==> src/rtl/uart_tx_hex_seq_if.sv <==
// Byte-in / character-out handshake bundle for the hex transmit sequencer.
// The master side is the byte producer plus the uart_tx done return; the slave is the sequencer.
interface uart_tx_hex_seq_if;
   logic       in_valid;
   logic [7:0] in_data;
   logic       in_ready;
   logic       crlf_en;
   logic       err_clr;
   logic       tx_start;
   logic [7:0] tx_din;
   logic       tx_done;
   logic       busy;
   logic       err_timeout;

   modport master (
      output in_valid, in_data, crlf_en, err_clr, tx_done,
      input  in_ready, tx_start, tx_din, busy, err_timeout
   );

   modport slave (
      input  in_valid, in_data, crlf_en, err_clr, tx_done,
      output in_ready, tx_start, tx_din, busy, err_timeout
   );
endinterface

==> src/rtl/uart_tx_hex_seq.sv <==
// Byte-to-ASCII-hex transmit sequencer in front of uart_tx: two hex characters per byte,
// optional CR LF, one-entry input buffer and a per-character done watchdog.
module uart_tx_hex_seq #(
   parameter int unsigned       TO_BIT = 16,
   parameter logic [TO_BIT-1:0] TO_MAX = 16'hFFFF
) (
   input logic              clk,
   input logic              n_rst,
   uart_tx_hex_seq_if.slave bus
);

   localparam int unsigned BYTE_W = 8;
   localparam int unsigned IDX_W  = 2;

   typedef enum logic [1:0] {S_IDLE, S_LOAD, S_START, S_WAIT} state_e;

   state_e              state_q, state_d;
   logic                buf_full_q, buf_full_d;
   logic [BYTE_W-1:0]   buf_q, buf_d;
   logic [BYTE_W-1:0]   work_q, work_d;
   logic                crlf_q, crlf_d;
   logic [IDX_W-1:0]    idx_q, idx_d;
   logic [TO_BIT-1:0]   wd_q, wd_d;
   logic                tx_start_q, tx_start_d;
   logic [BYTE_W-1:0]   tx_din_q, tx_din_d;
   logic                busy_q, busy_d;
   logic                err_q, err_d;
   logic [IDX_W-1:0]    last_idx_c;
   logic [TO_BIT-1:0]   wd_inc_c;

   function automatic logic [BYTE_W-1:0] hex_char(input logic [3:0] n);
      return (n < 4'd10) ? (8'h30 + BYTE_W'(n)) : (8'h37 + BYTE_W'(n));
   endfunction

   function automatic logic [BYTE_W-1:0] frame_char(input logic [BYTE_W-1:0] b,
                                                    input logic [IDX_W-1:0]  i);
      logic [BYTE_W-1:0] c;
      case (i)
         2'd0:    c = hex_char(b[7:4]);
         2'd1:    c = hex_char(b[3:0]);
         2'd2:    c = 8'h0D;
         default: c = 8'h0A;
      endcase
      return c;
   endfunction

   assign last_idx_c = crlf_q ? 2'd3 : 2'd1;
   assign wd_inc_c   = wd_q + TO_BIT'(1);

   // Next-state and registered-output logic
   always_comb begin
      state_d    = state_q;
      buf_full_d = buf_full_q;
      buf_d      = buf_q;
      work_d     = work_q;
      crlf_d     = crlf_q;
      idx_d      = idx_q;
      wd_d       = wd_q;
      tx_start_d = 1'b0;
      tx_din_d   = tx_din_q;
      err_d      = bus.err_clr ? 1'b0 : err_q;

      if (bus.in_valid && !buf_full_q) begin
         buf_full_d = 1'b1;
         buf_d      = bus.in_data;
      end

      case (state_q)
         S_IDLE: begin
            if (buf_full_q) state_d = S_LOAD;
         end
         S_LOAD: begin
            work_d     = buf_q;
            crlf_d     = bus.crlf_en;
            idx_d      = '0;
            buf_full_d = 1'b0;
            tx_start_d = 1'b1;
            tx_din_d   = frame_char(buf_q, 2'd0);
            state_d    = S_START;
         end
         S_START: begin
            wd_d    = '0;
            state_d = S_WAIT;
         end
         S_WAIT: begin
            if (bus.tx_done) begin
               if (idx_q == last_idx_c) begin
                  state_d = S_IDLE;
               end else begin
                  idx_d      = idx_q + 2'd1;
                  tx_start_d = 1'b1;
                  tx_din_d   = frame_char(work_q, idx_d);
                  state_d    = S_START;
               end
            // wd_q counts finished WAIT cycles; the START cycle is the first of TO_MAX
            end else if (wd_inc_c == TO_MAX - TO_BIT'(1)) begin
               err_d   = 1'b1;
               state_d = S_IDLE;
            end else begin
               wd_d = wd_inc_c;
            end
         end
         default: state_d = S_IDLE;
      endcase

      busy_d = (state_d != S_IDLE);
   end

   always_ff @(posedge clk or negedge n_rst) begin
      if (!n_rst) begin
         state_q    <= S_IDLE;
         buf_full_q <= 1'b0;
         buf_q      <= '0;
         work_q     <= '0;
         crlf_q     <= 1'b0;
         idx_q      <= '0;
         wd_q       <= '0;
         tx_start_q <= 1'b0;
         tx_din_q   <= '0;
         busy_q     <= 1'b0;
         err_q      <= 1'b0;
      end else begin
         state_q    <= state_d;
         buf_full_q <= buf_full_d;
         buf_q      <= buf_d;
         work_q     <= work_d;
         crlf_q     <= crlf_d;
         idx_q      <= idx_d;
         wd_q       <= wd_d;
         tx_start_q <= tx_start_d;
         tx_din_q   <= tx_din_d;
         busy_q     <= busy_d;
         err_q      <= err_d;
      end
   end

   assign bus.in_ready    = ~buf_full_q;
   assign bus.tx_start    = tx_start_q;
   assign bus.tx_din      = tx_din_q;
   assign bus.busy        = busy_q;
   assign bus.err_timeout = err_q;

endmodule

==> src/flat_wrapper.sv <==
// flat-port wrapper written by rule: the top's interface ports become plain ports
module uart_tx_hex_seq_flat 
#(
   parameter int unsigned       TO_BIT = 16,
   parameter logic [TO_BIT-1:0] TO_MAX = 16'hFFFF
)
  (clk, n_rst, bus_in_valid, bus_in_data, bus_crlf_en, bus_err_clr, bus_tx_done, bus_in_ready, bus_tx_start, bus_tx_din, bus_busy, bus_err_timeout);
  uart_tx_hex_seq_if bus_i ();
  input logic clk;
  input logic n_rst;
  input wire logic [$bits(bus_i.in_valid)-1:0] bus_in_valid;
  input wire logic [$bits(bus_i.in_data)-1:0] bus_in_data;
  input wire logic [$bits(bus_i.crlf_en)-1:0] bus_crlf_en;
  input wire logic [$bits(bus_i.err_clr)-1:0] bus_err_clr;
  input wire logic [$bits(bus_i.tx_done)-1:0] bus_tx_done;
  output wire logic [$bits(bus_i.in_ready)-1:0] bus_in_ready;
  output wire logic [$bits(bus_i.tx_start)-1:0] bus_tx_start;
  output wire logic [$bits(bus_i.tx_din)-1:0] bus_tx_din;
  output wire logic [$bits(bus_i.busy)-1:0] bus_busy;
  output wire logic [$bits(bus_i.err_timeout)-1:0] bus_err_timeout;
  assign bus_i.in_valid = bus_in_valid;
  assign bus_i.in_data = bus_in_data;
  assign bus_i.crlf_en = bus_crlf_en;
  assign bus_i.err_clr = bus_err_clr;
  assign bus_i.tx_done = bus_tx_done;
  assign bus_in_ready = bus_i.in_ready;
  assign bus_tx_start = bus_i.tx_start;
  assign bus_tx_din = bus_i.tx_din;
  assign bus_busy = bus_i.busy;
  assign bus_err_timeout = bus_i.err_timeout;
  uart_tx_hex_seq #(.TO_BIT(TO_BIT), .TO_MAX(TO_MAX)) u_core (.clk(clk), .n_rst(n_rst), .bus(bus_i));
endmodule
==> config.mk <==
export PLATFORM = sky130hd
export DESIGN_NAME = uart_tx_hex_seq_flat
export DESIGN_NICKNAME = d
export VERILOG_FILES = /design/src/rtl/uart_tx_hex_seq_if.sv /design/src/rtl/uart_tx_hex_seq.sv /design/src/flat_wrapper.sv
export SDC_FILE = /design/constraint.sdc
export NUM_CORES = 1
export LEC_CHECK = 0
export ABC_AREA = 1
export CELL_PAD_IN_SITES_DETAIL_PLACEMENT = 2
export CELL_PAD_IN_SITES_GLOBAL_PLACEMENT = 2
export CORE_ASPECT_RATIO = 2
export CORE_MARGIN = 2
export CORE_UTILIZATION = 33
export CTS_CLUSTER_DIAMETER = 60
export DETAILED_ROUTE_END_ITERATION = 10
export HOLD_SLACK_MARGIN = 0.06
export PLACE_DENSITY = 0.79
export SYNTH_ARGS = -nofsm -noshare
export SYNTH_HDL_FRONTEND = slang
export SYNTH_SLANG_ARGS = --single-unit
==> constraint.sdc <==
create_clock -name clk -period 2.5 [get_ports clk]
set_input_delay 0.75 -clock clk [delete_from_list [all_inputs] [get_ports clk]]
set_output_delay 0.75 -clock clk [all_outputs]
set_load 0.03 [all_outputs]
==> flow_summary_export.csv, run 1 <==
group,metric,value,unit
timing,setup_viol,0,
worst_setup_path,crit_family,"simple AND/OR/NAND/NOR gates",
timing,maxSlewHeadroom,64.9,%
power_and_ir_drop,power,0.00369,W
synth,synth_area_leader_cell,"dfrtp_1",
global_routing,grt_pass1_vias,3047,
timing,tns,0,ns
cts,cts_tree,"built",
global_routing,grt_pass1_wl,15.5,mm
final_layout,fin_util,40.1,%
cts,cts-root-buf,"clkbuf_16",
cts,cts_num_sinks,48,
final_layout,layout-drive-gt1-share,8.64,%
timing,slew_violations,0,
worst_setup_path,crit_start,"u_core.wd_q[0]",
synth,avgSynthCellArea,7.50,um2
worst_setup_path,cp-end-kind,"flip-flop",
outcome,status,"finished, final reports clean",
floorplanning,dieWidth,69.3,um
worst_setup_path,arrival,2.49,ns
placement,io_buffers,24,
cts,cts_buffers,5,
final_layout,nNetsFinal,427,
cts,cts_hold_buf,0,
worst_setup_path,worstPathCellList,"ha_1 > nand3_2 > nor2_4 > nand4_1 > nand2_1 > nand2_1 > nor2_2 > nand3_2 > nand2_4 > buf_4 > nand2_1 > nand2_1 > nand2_1",
worst_setup_path,crit_buf_inv,1,
detailed_routing,routedWlPerCell,18.5,um
power_and_ir_drop,power.ir.vdd_worst,0.000659,V
synth,ys_ff_latch,48,
worst_setup_path,crit_path_max_incr_delay,0.42,ns
detailed_routing,drtAntennaViolNets,0,
placement,gp_congestion,0.799,
global_routing,grt.overflow.total,0,
detailed_routing,drt_iter0_markers,86,
worst_setup_path,slowest_stage,"dfrtp_2",
detailed_routing,routed_wl,9.32,mm
detailed_routing,vias,2647,
global_routing,grt.total_usage,21.6,%
global_routing,antenna_found_initial,0,
synth,synth_area_leaders,"dfrtp_1 (43%), nand2_1 (15%), inv_1 (6.0%), nand3_1 (5.3%), o21ai_0 (5.0%)",
final_layout,final_common_cell,"nand2_1",
synth,synthesis.nets,398,
placement,hpwlAfterDp,7.35,mm
synth,synthCells,375,
worst_setup_path,r2r-start,"u_core.wd_q[0]",
power_and_ir_drop,p_leak,1.52,nW
synth,ys_warn_count,0,
detailed_routing,firstDrtPassIters,4,
cts,htree_levels,2,
timing,finalCriticalPeriod,2.31,ns
synth,synth_top_area_share,42.7,%
floorplanning,die_area,9320,um2
floorplanning,io_pins,26,
floorplanning,initial_core_util,33.9,%
timing,fin_skew,0.00445,ns
floorplanning,design.core.area,8290,um2
timing,tightest_slew,0.521,ns
final_layout,area_delta_synth_final,18.4,%
synth,synth_area,2810,um2
detailed_routing,avgViaCountPerCell,5.26,
floorplanning,die_y,135,um
worst_setup_path,worstPathMaxFanout,14,
floorplanning,rows,47,
final_layout,diodes,0,
timing,period_share,92.3,%
cts,clk_pin_slew,0.07,ns
global_routing,grt_start_max_net_pins,49,
worst_setup_path,crit_top_cell,"nand2_1",
placement,placedCellCount,495,
cts,clock_latency,0.29,ns
final_layout,stdcell_count,503,
final_layout,final_cell_mix,"nand2_1 (110), dfrtp_1 (47), inv_1 (45)",
cts,clockBufferDepth,2,
worst_setup_path,crit_path_start_kind,"flip-flop",
detailed_routing,route.detailed.drc,0,
run,maxCapViolCount,0,
timing,rsz0062_at_grt,"false",
synth,seq_area_frac_synth,42.7,%
worst_setup_path,cp.required,2.68,ns
synth,yosysUniqueCellTypes,31,
timing,hold_violations,0,
power_and_ir_drop,powerDensity,1110,nW/um2
worst_setup_path,path_class,"reg2reg",
worst_hold_path,hold_class,"in2async",
timing,max_freq,433,MHz
registers in the layout, indices dropped and copies added, names as in the netlist:
| signal | count |
|---|---|
| u_core.state_q | 2 |
| u_core.bus.busy | 1 |
| u_core.idx_q | 2 |
| u_core.crlf_q | 1 |
| u_core.wd_q | 16 |
| u_core.bus.err_timeout | 1 |
| u_core.bus.tx_start | 1 |
| u_core.buf_q | 8 |
| u_core.buf_full_q | 1 |
| u_core.work_q | 8 |
| u_core.bus.tx_din | 7 |
cell type report:
cell class | count | area, um2
Fill cell | 987 | 4960
Multi-Input combinational cell | 274 | 1390
Sequential cell | 48 | 1200
Timing Repair Buffer | 30 | 293
Inverter | 45 | 169
Clock buffer | 6 | 139
Tap cell | 98 | 123
Clock inverter | 2 | 10.0
through the flow:
stage	hold slack (ns)	worst slack (ns)	cell area, um2
floorplan	0.448	0.660	2810
global placement	0.463	0.184	3180
global route	0.454	0.00520	3330
detailed placement	0.474	0.0481	3180
finish	0.435	0.192	3330
CTS	0.447	0.122	3330
cells by family (layout without fill, tap and decap cells):
| group | after synthesis | count (layout) | share of synthesized area, % |
|---|---|---|---|
| flops | 48 | 48 | 42.7 |
| mux | 5 | 5 | 2.00 |
| simple gates | 190 | 190 | 30.0 |
| other cells | 1 | 1 | 0.133 |
| compound gates | 66 | 66 | 12.5 |
| xor+xnor | 3 | 3 | 0.935 |
| buf+inv | 53 | 83 | 7.74 |
| fa+ha+maj | 9 | 9 | 4.01 |
worst paths after layout:
| path | slack (ns) | depth (start not counted) | end |
|---|---|---|---|
| worst max register to register | 0.19 | 13 | u_core.bus.busy |
| worst min-delay path | 0.44 | 2 | u_core.wd_q[10] |
| min in group clk | 0.49 | 2 | u_core.work_q[1] |
| max in group asynchronous | 1.81 | 2 | u_core.wd_q[0] |
| worst min register to register | 0.49 | 2 | u_core.work_q[1] |
| worst max-delay path | 0.19 | 13 | u_core.bus.busy |
cells in the mapped netlist:
| cell | number |
|---|---|
| nand2_1 | 110 |
| dfrtp_1 | 48 |
| inv_1 | 45 |
| nand3_1 | 30 |
| nor2_1 | 28 |
| o21ai_0 | 28 |
| a21oi_1 | 26 |
| ha_1 | 9 |
| clkbuf_1 | 5 |
| mux2_2 | 5 |
| nand3b_1 | 4 |
| nand2_2 | 3 |
| nand4_1 | 3 |
| nor2_2 | 3 |
| nor2_4 | 3 |
| o22ai_1 | 3 |
| xor2_1 | 3 |
| a31oi_1 | 2 |
| buf_6 | 2 |
| nand2_4 | 2 |
| nand3_2 | 2 |
| o21ai_1 | 2 |
| a211oi_1 | 1 |
| a22o_1 | 1 |
| a22oi_1 | 1 |
| buf_4 | 1 |
| conb_1 | 1 |
| nor3_1 | 1 |
| o211ai_1 | 1 |
| o221ai_1 | 1 |
| or2_2 | 1 |
power by group:
group / switching, W / internal [W]
Clock: 0.000301 / 0.000395
Sequential: 0.000217 / 0.00104
Combinational: 0.00115 / 0.000579
metal layers:
layer  vias up  share of wire [%]  GRT usage [%]
li1       1264                  -              -
met1      1342                 33           19.8
met2        30                 63           46.3
met3        11                1.3           2.31
met4         0                2.7           8.06
met5         -                  0              0
what timing repair did:
item                                    in CTS  in global routing
setup buffers                                0                  0
endpoints found under the setup margin       0                  2
gates resized for setup                      0                  1
endpoints found under the hold margin        0                  0
Power figures use the tool's default switching activity.
==> inputs of run 2 (changes only) <==
--- a/config.mk
+++ b/config.mk
@@ -6,6 +6,7 @@
 export NUM_CORES = 1
 export LEC_CHECK = 0
 export ABC_AREA = 1
+export ABC_CLOCK_PERIOD_IN_PS = 2500
 export CELL_PAD_IN_SITES_DETAIL_PLACEMENT = 2
 export CELL_PAD_IN_SITES_GLOBAL_PLACEMENT = 2
 export CORE_ASPECT_RATIO = 2
@@ -15,6 +16,7 @@
 export DETAILED_ROUTE_END_ITERATION = 10
 export HOLD_SLACK_MARGIN = 0.06
 export PLACE_DENSITY = 0.79
+export SLEW_MARGIN = 20
 export SYNTH_ARGS = -nofsm -noshare
 export SYNTH_HDL_FRONTEND = slang
 export SYNTH_SLANG_ARGS = --single-unit
==> results of run 2 <==
Same layout as run 1: the final DEF is identical, and so are final timing and power.
==> inputs of run 3 (changes only) <==
--- a/config.mk
+++ b/config.mk
@@ -16,6 +16,7 @@
 export DETAILED_ROUTE_END_ITERATION = 10
 export HOLD_SLACK_MARGIN = 0.06
 export PLACE_DENSITY = 0.79
+export SKIP_LAST_GASP = 1
 export SLEW_MARGIN = 20
 export SYNTH_ARGS = -nofsm -noshare
 export SYNTH_HDL_FRONTEND = slang
==> results of run 3 <==
Same layout as run 1: the final DEF is identical, and so are final timing and power.
==> patch 1 (flow settings as in run 2) <==
Reset style: synchronous (`n_rst`), changed in one clocked block.
--- a/src/rtl/uart_tx_hex_seq.sv
+++ b/src/rtl/uart_tx_hex_seq.sv
@@ -108,3 +108,3 @@
 
-   always_ff @(posedge clk or negedge n_rst) begin
+   always_ff @(posedge clk) begin
       if (!n_rst) begin
Function: differs if n_rst is asserted again (counterexample within 4 cycles, from zero or initial values and one cycle with n_rst low); with n_rst held inactive, the same outputs for 10 cycles.
==> patch 1 against run 2 <==
Hold slack better by 0.043 ns; critical path depth is 1 lower; sequential cell count stayed put; worst setup slack better by 0.039 ns; global-route usage is 3.2 points higher; sequential share of layout area is 7.0 points lower; final area is 0.71% lower; area after synthesis is 0.85% lower; critical endpoint is now u_core.state_q[0]; routed wire length is 12% higher.
Power is not compared: it rests on default switching activity, and its combinational part moved more than twofold at a synthesized area within 25%.
==> patch 1: results (changes against run 2) <==
| Metric | Value |
|---|---|
| Worst Hold Launch | u_core.work_q[3] |
| Max layer used | met4 (unchanged) |
| Biggest regs | u_core.wd_q x16, u_core.buf_q x8, u_core.work_q x8 (unchanged) |
| Async SR Flop Fraction | 0 (was 1.00) |
| Synth unique cells | 34 (was 31) |
| Reg2Reg Depth | 12 (was 13) |
| FF-to-FF End | u_core.state_q[0] (was u_core.bus.busy) |
| Status | finished clean (unchanged) |
| Share of cells above drive strength 1 | 0.0909 (was 0.0864) |
| Number of global-route vias before repair | 3289 (was 3047) |
| CP max-delay cell | dfxtp_1 (was dfrtp_2) |
| IO Port Bufs | 24 (unchanged) |
| Met1 Usage GRT | 0.212 (was 0.198) |
| Post-cts sizing count | 0 (unchanged) |
| Worst Hold Endpoint | u_core.work_q[3] |
| Post-synth top cells | nand2_1, nor2_1, inv_1, dfxtp_1, a21oi_1 (was nand2_1, dfrtp_1, inv_1, nand3_1) |
| Routed WL per cell | 19.4 um (was 18.5 um) |
| Placed insts | 530 (was 495) |
| Synth top area cells | dfxtp_1, nand2_1, a21oi_1 (was dfrtp_1, nand2_1, inv_1) |
| R2R Path Start | u_core.wd_q[1] (was u_core.wd_q[0]) |
| Final Wtd Congestion | 0.909 (was 0.799) |
| Initial antenna violation count | 0 (unchanged) |
| Max incr delay on CP | 0.42 ns (about the same) |
| Mean Syn Cell Area | 6.72 sq um (was 7.50 sq um) |
| Ant diodes | 0 (unchanged) |
| CTS root buffer | clkbuf_16 (unchanged) |
| CP top delay family | simple AND/OR/NAND/NOR gates (unchanged) |
| Tot GR Track Use | 0.248 (was 0.216) |
| Maximum VDD drop | 0.000333 V |
| Worst-Skew Late Latency | 0.30 ns |
| GR Layer Usage met2 | 0.511 (was 0.463) |
| Dpl hpwl | 8080 um (was 7350 um) |
| CP max FO | 29 (was 14) |
| CP Data Arrival Time | 2.46 ns (was 2.49 ns) |
| Hold Path Class | flop to flop (was input pin to asynchronous set/reset pin) |
| YS warnings | 0 (unchanged) |
| Place WS | 0.0693 ns (was 0.0481 ns) |
| Critical path launch point type | flop (unchanged) |
| Net count after synthesis | 438 (was 398) |
| Hold WS | 0.478 ns (was 0.435 ns) |
| CTS clock-pin slew for the worst setup and hold paths | 0.07 ns (about the same) |
| WL final | 10400 um (was 9320 um) |
| Pin count of the biggest net entering global routing | 37 (was 49) |
| Least-Margin Pin Slew | 0.572 ns (was 0.521 ns) |
| Final Skew | 0.00818 ns (was 0.00445 ns) |
| CTS HTree Levels | 2 (unchanged) |
| Fillcell total | 1029 (was 987) |
| Met3 Use GR | 0.0319 (was 0.0231) |
| Hold depth | 2 |
| Share of the yosys chip area belonging to registers | 0.345 (was 0.427) |
| Lkg Pwr | 0.00136 uW |
| Met1 WL | 3430 um (was 3080 um) |
| Routed met3 length | 149 um (was 124 um) |
| Nets | 462 (was 427) |
| Number of DRC markers in iteration 0 | 101 (was 86) |
| Vias | 2932 (was 2647) |
| Post-route setup slack | 0.231 ns (was 0.192 ns) |
| Metal2 WL | 6410 um (was 5860 um) |
| First-pass GRT wire length | 16700 um (was 15500 um) |
==> patch 1: cell count changes after synthesis, sizes merged, moves of 3 or more <==
cell / before / now
dfrtp: 48 / 0
dfxtp: 0 / 48
nand2: 115 / 80
nor2: 34 / 61
a21oi: 26 / 45
o21ai: 30 / 39
nand4: 3 / 11
clkbuf: 5 / 11
inv: 45 / 51
nand3: 32 / 38
mux2: 5 / 0
nand3b: 4 / 0
buf: 3 / 6
==> patch 1: power by group <==
| group | leakage (uW) | internal [uW] | total (uW) | switching, uW |
|---|---|---|---|---|
| combinational | 0.000885 | 207 | 581 | 374 |
| clock | 0.0000798 | 471 | 795 | 324 |
| sequential | 0.000393 | 862 | 958 | 96.1 |
==> patch 1: cell type report <==
type / count / share of cell area
Tap cell: 98 / 0.0371
Multi-Input combinational cell: 299 / 0.468
Inverter: 51 / 0.0579
Sequential cell: 48 / 0.291
Clock buffer: 5 / 0.0379
Clock inverter: 3 / 0.0129
Timing Repair Buffer: 34 / 0.0954
==> patch 1: tightest hold or removal path, stage by stage (launching register included) <==
cell and delay [ns]:
dfxtp_1 0.30, inv_1 0.07, a21oi_1 0.06
==> patch 1: cell families (layout without fill, tap and decap cells) <==
group	count (synthesis)	count (layout)	share of synthesized area
buffers and inverters	68	93	0.105
AOI/OAI and AO/OA	97	97	0.189
adders and majority gates	9	9	0.0404
other	1	1	0.00135
and+or+nand+nor	190	190	0.313
DFF	48	48	0.345
xor gates and xnor gates	2	2	0.00628
==> patch 1: stage by stage <==
step / power (uW) / instance area [sq um]
2_1_floorplan: 1320 / 2790
3_3_place_gp: 1520 / 3130
3_5_place_dp: 1550 / 3130
4_1_cts: 2360 / 3290
5_1_grt: 2460 / 3300
6_report: 2330 / 3300
==> patch 2 (settings of run 2) <==
Made on the original files. `IDX_W`: 2 -> 3.
--- a/src/rtl/uart_tx_hex_seq.sv
+++ b/src/rtl/uart_tx_hex_seq.sv
@@ -12,3 +12,3 @@
    localparam int unsigned BYTE_W = 8;
-   localparam int unsigned IDX_W  = 2;
+   localparam int unsigned IDX_W  = 3;
 
Function: same outputs for any inputs over 10 cycles, from zero or initial values and one cycle with n_rst low; that may be too few to reach the edited logic, so the function may still have changed.
==> patch 2 against run 2 <==
Total power increased by 1.1%; area after synthesis up 2.9%; routed wire length down 0.81%; sequential cell count is 1 higher; first-iteration DRC count up 3.5%; largest power group unchanged; highest routed layer unchanged; die area is 2.8% higher; worst setup slack better by 0.039 ns; final area rose by 2.5%.
==> patch 2: results (changes against run 2) <==
| Metric | Value |
|---|---|
| Maximum VDD drop | 0.000502 V (was 0.000659 V) |
| CTS root buffer | clkbuf_16 (unchanged) |
| Routed WL per cell | 18.0 um (was 18.5 um) |
| CP Data Arrival Time | 2.45 ns (was 2.49 ns) |
| Pin count of the biggest net entering global routing | 28 (was 49) |
| Hold Path Class | input pin to asynchronous set/reset pin (unchanged) |
| Ant diodes | 0 (unchanged) |
| Post-CTS setup buffer count | 0 (unchanged) |
| Biggest regs | u_core.wd_q x16, u_core.buf_q x8, u_core.work_q x8 (unchanged) |
| Dpl hpwl | 7220 um (was 7350 um) |
| First-pass GRT wire length | 15600 um (was 15500 um) |
| Status | finished clean (unchanged) |
| Share of cells above drive strength 1 | 0.0942 (was 0.0864) |
| IO Port Bufs | 24 (unchanged) |
| Number of DRC markers in iteration 0 | 89 (was 86) |
| Peak Freq | 441 MHz (was 433 MHz) |
| Lkg Pwr | 0.00156 uW (was 0.00152 uW) |
| WL final | 9240 um (was 9320 um) |
| CTS HTree Levels | 2 (unchanged) |
| TritonCTS Buffers | 5 (unchanged) |
| TritonRoute pass-1 iters | 4 (unchanged) |
| CTS clock-pin slew for the worst setup and hold paths | 0.07 ns (about the same) |
| Vias/cell | 5.25 (was 5.26) |
| Max incr delay on CP | 0.46 ns (was 0.42 ns) |
| YS warnings | 0 (unchanged) |
| Synth top area cells | dfrtp_1, nand2_1, inv_1 (unchanged) |
| Synth Instances | 383 (was 375) |
| Nets | 436 (was 427) |
| Synth unique cells | 34 (was 31) |
| CP max-delay cell | dfrtp_1 (was dfrtp_2) |
| Final Skew | 0.00544 ns (was 0.00445 ns) |
| Placed insts | 506 (was 495) |
| Sw Share | 0.455 (was 0.453) |
| Post-synth top cells | nand2_1, dfrtp_1, inv_1, nand3_1, nor2_1 (was nand2_1, dfrtp_1, inv_1, nand3_1) |
| Post-cts sizing count | 0 (unchanged) |
| Setup crit start | u_core.wd_q[0] (unchanged) |
| Final Wtd Congestion | 0.828 (was 0.799) |
| CP max FO | 15 (was 14) |
| Initial antenna violation count | 0 (unchanged) |
| Share of the yosys chip area belonging to registers | 0.424 (was 0.427) |
| Least-Margin Pin Slew | 0.644 ns (was 0.521 ns) |
| Net count after synthesis | 406 (was 398) |
| Post-route ant nets | 0 (unchanged) |
| Worst-Skew Late Latency | 0.29 ns (about the same) |
| Max clock buf depth | 2 (unchanged) |
| Fillcell total | 1038 (was 987) |
| Async SR Flop Fraction | 1.00 (unchanged) |
| Tot GR Track Use | 0.212 (was 0.216) |
| Number of global-route vias before repair | 3116 (was 3047) |
[patch 2: worst max-delay path, delay by kind of cell (launching register included)]
family        cells  cell delay [ns]
simple gates     11             1.48
flops             1             0.46
fa+ha+maj         1             0.24
[patch 2: final cells by class]
type                    instances  share of cell area
multi-input cells             284               0.428
flip-flops and latches         49               0.360
repair buffers                 32              0.0902
inverters                      41              0.0451
clock buffers                   8              0.0400
well taps                     100              0.0367
[patch 2: cell families (layout without fill, tap and decap cells)]
logic type | count (synthesis) | after routing | synth area share
AO/OA/AOI/OAI | 66 | 66 | 0.124
XOR/XNOR | 4 | 4 | 0.0121
adder cells (fa/ha/maj) | 9 | 9 | 0.0389
buffers and inverters | 50 | 81 | 0.0713
flip-flops | 49 | 49 | 0.424
multiplexers | 5 | 5 | 0.0195
other | 1 | 1 | 0.00130
AND/OR/NAND/NOR | 199 | 199 | 0.310
[patch 2: worst paths after layout]
path | end | slack [ns] | cells after the start
setup / recovery | u_core.bus.busy | 0.23 | 12
hold / removal | u_core.bus.err_timeout | 0.43 | 1
setup reg to reg | u_core.bus.busy | 0.23 | 12
hold reg to reg | u_core.work_q[3] | 0.48 | 2
max in group asynchronous | u_core.bus.tx_din[3] | 1.52 | 2
min in group clk | u_core.work_q[3] | 0.48 | 2
[patch 2: power groups by stage]
stage / Sequential [uW] / Clock, uW / Combinational (uW)
floorplan: 1370 / 0 / 1020
global placement: 1280 / 0 / 1710
detailed placement: 1300 / 0 / 1780
CTS: 1290 / 690 / 1800
global route: 1340 / 718 / 1990
finish: 1290 / 668 / 1770
[patch 2: per-stage QoR]
step | total power, uW | worst slack [ns] | utilization | area (sq um)
CTS | 3780 | 0.159 | 0.397 | 3410
detailed placement | 3080 | 0.177 | 0.381 | 3270
global route | 4040 | 0.0207 | 0.397 | 3410
global placement | 2990 | 0.278 | 0.381 | 3270
floorplan | 2390 | 0.648 | - | 2890
finish | 3720 | 0.230 | 0.397 | 3410
[patch 2: layer usage]
metal | global-route usage | up-vias | share of wire
li1 | - | 1295 | -
met1 | 0.195 | 1356 | 0.33
met2 | 0.449 | 32 | 0.63
met3 | 0.0230 | 15 | 0.016
met4 | 0.0844 | 0 | 0.026
met5 | 0 | - | 0
